## config.mk

```make
export PLATFORM = sky130hd
export DESIGN_NAME = register_serial_reader
export DESIGN_NICKNAME = d
export VERILOG_FILES = /design/src/rtl/register_serial_reader.sv
export SDC_FILE = /design/constraint.sdc
export NUM_CORES = 1
export LEC_CHECK = 0
export ABC_CLOCK_PERIOD_IN_PS = 3200
export CAP_MARGIN = 20
export CORE_ASPECT_RATIO = 0.9
export CORE_MARGIN = 8
export CORE_UTILIZATION = 25
export DETAILED_ROUTE_END_ITERATION = 12
export MAX_ROUTING_LAYER = met4
export REMOVE_ABC_BUFFERS = 1
export SETUP_SLACK_MARGIN = 0.2
export SYNTH_ARGS = -nofsm -noshare
export SYNTH_HDL_FRONTEND = slang
export SYNTH_SLANG_ARGS = --single-unit
```

## constraint.sdc

```tcl
create_clock -name clk -period 3.2 [get_ports clk]
set_input_delay 0.64 -clock clk [delete_from_list [all_inputs] [get_ports clk]]
set_output_delay 0.64 -clock clk [all_outputs]
set_load 0.01 [all_outputs]
```

## src/rtl/register_serial_reader.sv

```systemverilog
// Parallel-write word register with an LSB-first serial readout port.
// A start request snapshots the stored word and emits one bit per clock, then pulses done.
module register_serial_reader #(
  parameter int WIDTH = 16,
  parameter int CNT_W = 5
) (
  input  logic             clk,
  input  logic             reset,
  input  logic [WIDTH-1:0] in,
  input  logic             load,
  input  logic             start,
  output logic [WIDTH-1:0] word,
  output logic             out,
  output logic             valid,
  output logic             busy,
  output logic             done
);

  localparam logic [1:0] ST_IDLE  = 2'd0;
  localparam logic [1:0] ST_SHIFT = 2'd1;
  localparam logic [1:0] ST_DONE  = 2'd2;

  localparam logic [CNT_W-1:0] LAST_BIT = CNT_W'(WIDTH - 1);

  logic [1:0]       state_q, state_d;
  logic [CNT_W-1:0] cnt_q,   cnt_d;
  logic [WIDTH-1:0] shift_q, shift_d;
  logic [WIDTH-1:0] word_q,  word_d;

  // NOTE: every output of this block gets a default first, so no path leaves a latch behind.
  always_comb begin
    state_d = state_q;
    cnt_d   = cnt_q;
    shift_d = shift_q;
    word_d  = word_q;

    unique case (state_q)
      ST_IDLE: begin
        // load wins over start; the caller has to re-request the readout
        if (load) begin
          word_d = in;
        end else if (start) begin
          shift_d = word_q;
          cnt_d   = '0;
          state_d = ST_SHIFT;
        end
      end

      ST_SHIFT: begin
        shift_d = {1'b0, shift_q[WIDTH-1:1]};
        if (cnt_q == LAST_BIT) begin
          cnt_d   = '0;
          state_d = ST_DONE;
        end else begin
          cnt_d = cnt_q + 1'b1;
        end
      end

      ST_DONE: begin
        if (load) word_d = in;
        state_d = ST_IDLE;
      end

      default: begin
        state_d = ST_IDLE;
        cnt_d   = '0;
      end
    endcase
  end

  // NOTE: state registers use non-blocking assignments so all of them update from pre-edge values.
  always_ff @(posedge clk or posedge reset) begin
    if (reset) begin
      state_q <= ST_IDLE;
      cnt_q   <= '0;
      shift_q <= '0;
      word_q  <= '0;
    end else begin
      state_q <= state_d;
      cnt_q   <= cnt_d;
      shift_q <= shift_d;
      word_q  <= word_d;
    end
  end

  // Outputs decode straight from registered state, so reset clears them asynchronously.
  assign word  = word_q;
  assign valid = (state_q == ST_SHIFT);
  assign busy  = (state_q == ST_SHIFT);
  assign done  = (state_q == ST_DONE);
  assign out   = valid & shift_q[0];

endmodule

```

==> results.sh <==
export IMPL_finalSetupViolCount=0
export IMPL_yosysWarnings=0
export IMPL_critPathMaxFanout=8
export IMPL_critPathLaunchType="flop"
export IMPL_drt_iter0_drc=40
export IMPL_area_growth_pct=33.2
export IMPL_cts_buffers=5
export IMPL_ys_async_sr_fraction=1.00
export IMPL_num_vias=1108
export IMPL_hold_slack_ns=0.465
export IMPL_grt_pass1_vias=1238
export IMPL_dp_cells=253
export IMPL_boundaryPins=40
export IMPL_synth_area_mm2=0.00181
export IMPL_globalRouteOverflowTotal=0
export IMPL_crit_path_cell_trace="nand2b_1 -> inv_2 -> clkdlybuf4s50_1"
export IMPL_comb_power_share=0.446
export IMPL_crit_family="buffers and inverters"
export IMPL_dp_hpwl_um=2570
export IMPL_antenna_found_initial=0
export IMPL_rr_endpoint="shift_q[10]"
export IMPL_worstSetupStartpoint="state_q[1]"
export IMPL_die_area_mm2=0.0102
export IMPL_skew_ns=0.00363
export IMPL_rows=29
export IMPL_cp_depth=3
export IMPL_critPathBufInv=2
export IMPL_ir_drop_v=0.000525
export IMPL_fin_area_mm2=0.00240
export IMPL_htreeDepth=2
export IMPL_ctsResizeCount=0
export IMPL_yosys_area_share_simple=0.0513
export IMPL_wl_per_cell_um=13.8
export IMPL_start_util=0.256
export IMPL_crit_required_ns=2.56
export IMPL_status="completed"
export IMPL_coreArea_mm2=0.00704
export IMPL_max_stage_delay_ns=0.57
export IMPL_final_layout_size_suffix_gt1_frac=0.345
export IMPL_clkPwrFrac=0.193
export IMPL_slowest_stage="clkdlybuf4s50_1"
export IMPL_power_mw=2.48
export IMPL_muxShareOfSynthArea=0.310
export IMPL_io_buffers=39
export IMPL_rsz0062_at_grt="no"
export IMPL_fin_crit_ns=2.53
export IMPL_cap_viol_max_count=0
export IMPL_synth_top_family_by_area="multiplexers"
export IMPL_synth_edff_count=0
export IMPL_root_buffer="clkbuf_8"
export IMPL_grt_max_degree=40
export IMPL_synthXorXnorAreaFrac=0.00485
export IMPL_worst_slew_pin_slew_ns=0.583
export IMPL_place_gp_congestion=0.735
export IMPL_cts_tree="yes"
export IMPL_min_path_type="flop to flop"
export IMPL_die_height_um=96.6
export IMPL_swShare=0.290
export IMPL_dpl_cell_area_mm2=0.00227
export IMPL_synth_compound_area_frac=0.0409
export IMPL_yosysTopAreaCellShare=0.541
export IMPL_p_leak_nw=1.05
export IMPL_grt_usage=0.0739
export IMPL_power_switching_mw=0.721
export IMPL_path_clk_slew_ns=0.07
export IMPL_rr_startpoint="state_q[0]"
export IMPL_pre_cts_slack_ns=0.957
export IMPL_cp_arrival_ns=1.89
export IMPL_ys_seq_elements=39
export IMPL_yosys_area_share_adder=0.00693
export IMPL_final_cell_mix="dfrtp_1, clkdlybuf4s50_1, mux2_2, mux2_4, clkbuf_8"
export IMPL_maxSlewHeadroom=0.610
export IMPL_r2r_slack_ns=1.36
export IMPL_fin_ws_ns=0.673
export IMPL_clock_sinks=39
export IMPL_synth_area_leaders="dfrtp_1, mux2_2, mux2_4"
export IMPL_holdBufCountCts=0
export IMPL_antenna_cells=0
export IMPL_ys_seq_area_frac=0.541
export IMPL_final_nets=188
export IMPL_finalCritPeriodShare=0.790
export IMPL_synthCells=124
export IMPL_reg2reg_depth=4
export IMPL_max_freq_mhz=396
export IMPL_vias_per_cell=4.25
export IMPL_tns_ns=0
export IMPL_die_x_um=106
export IMPL_instances_no_fill=261
export IMPL_grt_pass1_wl_um=6110
export IMPL_pwr_share_seq=0.361
export IMPL_finalHoldViolations=0
export IMPL_crit_end="busy"
export IMPL_first_pass_iters=4
export IMPL_yosysTopAreaCell="dfrtp_1"
export IMPL_cts_setup_buffers=0
export IMPL_route_detailed_drc=0
export IMPL_synthFlopType="dfrtp_1"
export IMPL_ant_nets=0
export IMPL_hold_path_depth=1
export IMPL_avgSynthCellArea_um2=14.6
export IMPL_p_int_mw=1.76
export IMPL_slew_violations=0
export IMPL_critical_path_class="flop to output port"
export IMPL_synth_cell_types=29
export IMPL_insertion_delay_ns=0.28
export IMPL_p_per_area_mw_per_mm2=1030
export IMPL_final_core_util=0.342
export IMPL_finalWirelength_um=3610
export IMPL_end_kind="output port"
export IMPL_clock_tree_buffer_depth=2
[sequential cells by signal, summed over array words and instances, names as in the netlist]
name / cells
shift_q: 16
word: 16
cnt_q: 5
state_q: 2
[worst min path at each step]
| stage | start | endpoint |
|---|---|---|
| 2_1_floorplan | cnt_q[4] | state_q[1] |
| 3_3_place_gp | cnt_q[4] | state_q[1] |
| 3_5_place_dp | cnt_q[4] | state_q[1] |
| 4_1_cts | cnt_q[4] | state_q[1] |
| 5_1_grt | cnt_q[4] | state_q[1] |
| 6_report | cnt_q[4] | state_q[1] |
[worst reg2reg max path: cells and delay by family, from the launching register on]
| family | cells | cell delay, ns |
|---|---|---|
| mux | 2 | 0.61 |
| flops | 1 | 0.47 |
| simple gates | 1 | 0.38 |
| buf+inv | 1 | 0.28 |
[cell usage after synthesis (2+ instances only)]
cell	instances
mux2_4	12
buf_4	2
dfrtp_1	39
mux2_2	32
mux2i_1	2
nand2b_1	2
nor3b_1	3
and2b_2	2
inv_1	4
buf_6	2
nand3_1	2
o21ai_0	2
nand2_1	3
nor2_1	2
[power groups by stage]
stage               Sequential, mW  Clock, mW  Combinational (mW)
floorplan                    0.908          0               0.681
global placement             0.908          0                1.11
detailed placement           0.910          0                1.13
CTS                          0.901      0.496                1.13
global route                 0.935      0.518                1.20
finish                       0.896      0.479                1.11
[layer usage]
layer  track usage  wire [µm]
met5             -          0
met4        0.0162         12
met3        0.0252        137
met2         0.113       1660
met1        0.0920       1800
[logic make-up (layout without fill, tap and decap cells)]
| group | Yosys count | after routing |
|---|---|---|
| xor gates and xnor gates | 1 | 1 |
| adders and majority gates | 1 | 1 |
| buffers and inverters | 11 | 55 |
| AOI/OAI and AO/OA | 10 | 10 |
| muxes | 46 | 46 |
| and+or+nand+nor | 16 | 16 |
| DFF | 39 | 39 |
[area by class of cell]
class | instances | area [µm²]
inverters | 5 | 18.8
flip-flops and latches | 39 | 976
fillers | 721 | 4630
well taps | 93 | 116
clock inverters | 2 | 60.1
repair buffers | 42 | 413
multi-input cells | 74 | 748
clock buffers | 6 | 72.6
Note: power is estimated with default switching activity, not from simulation.
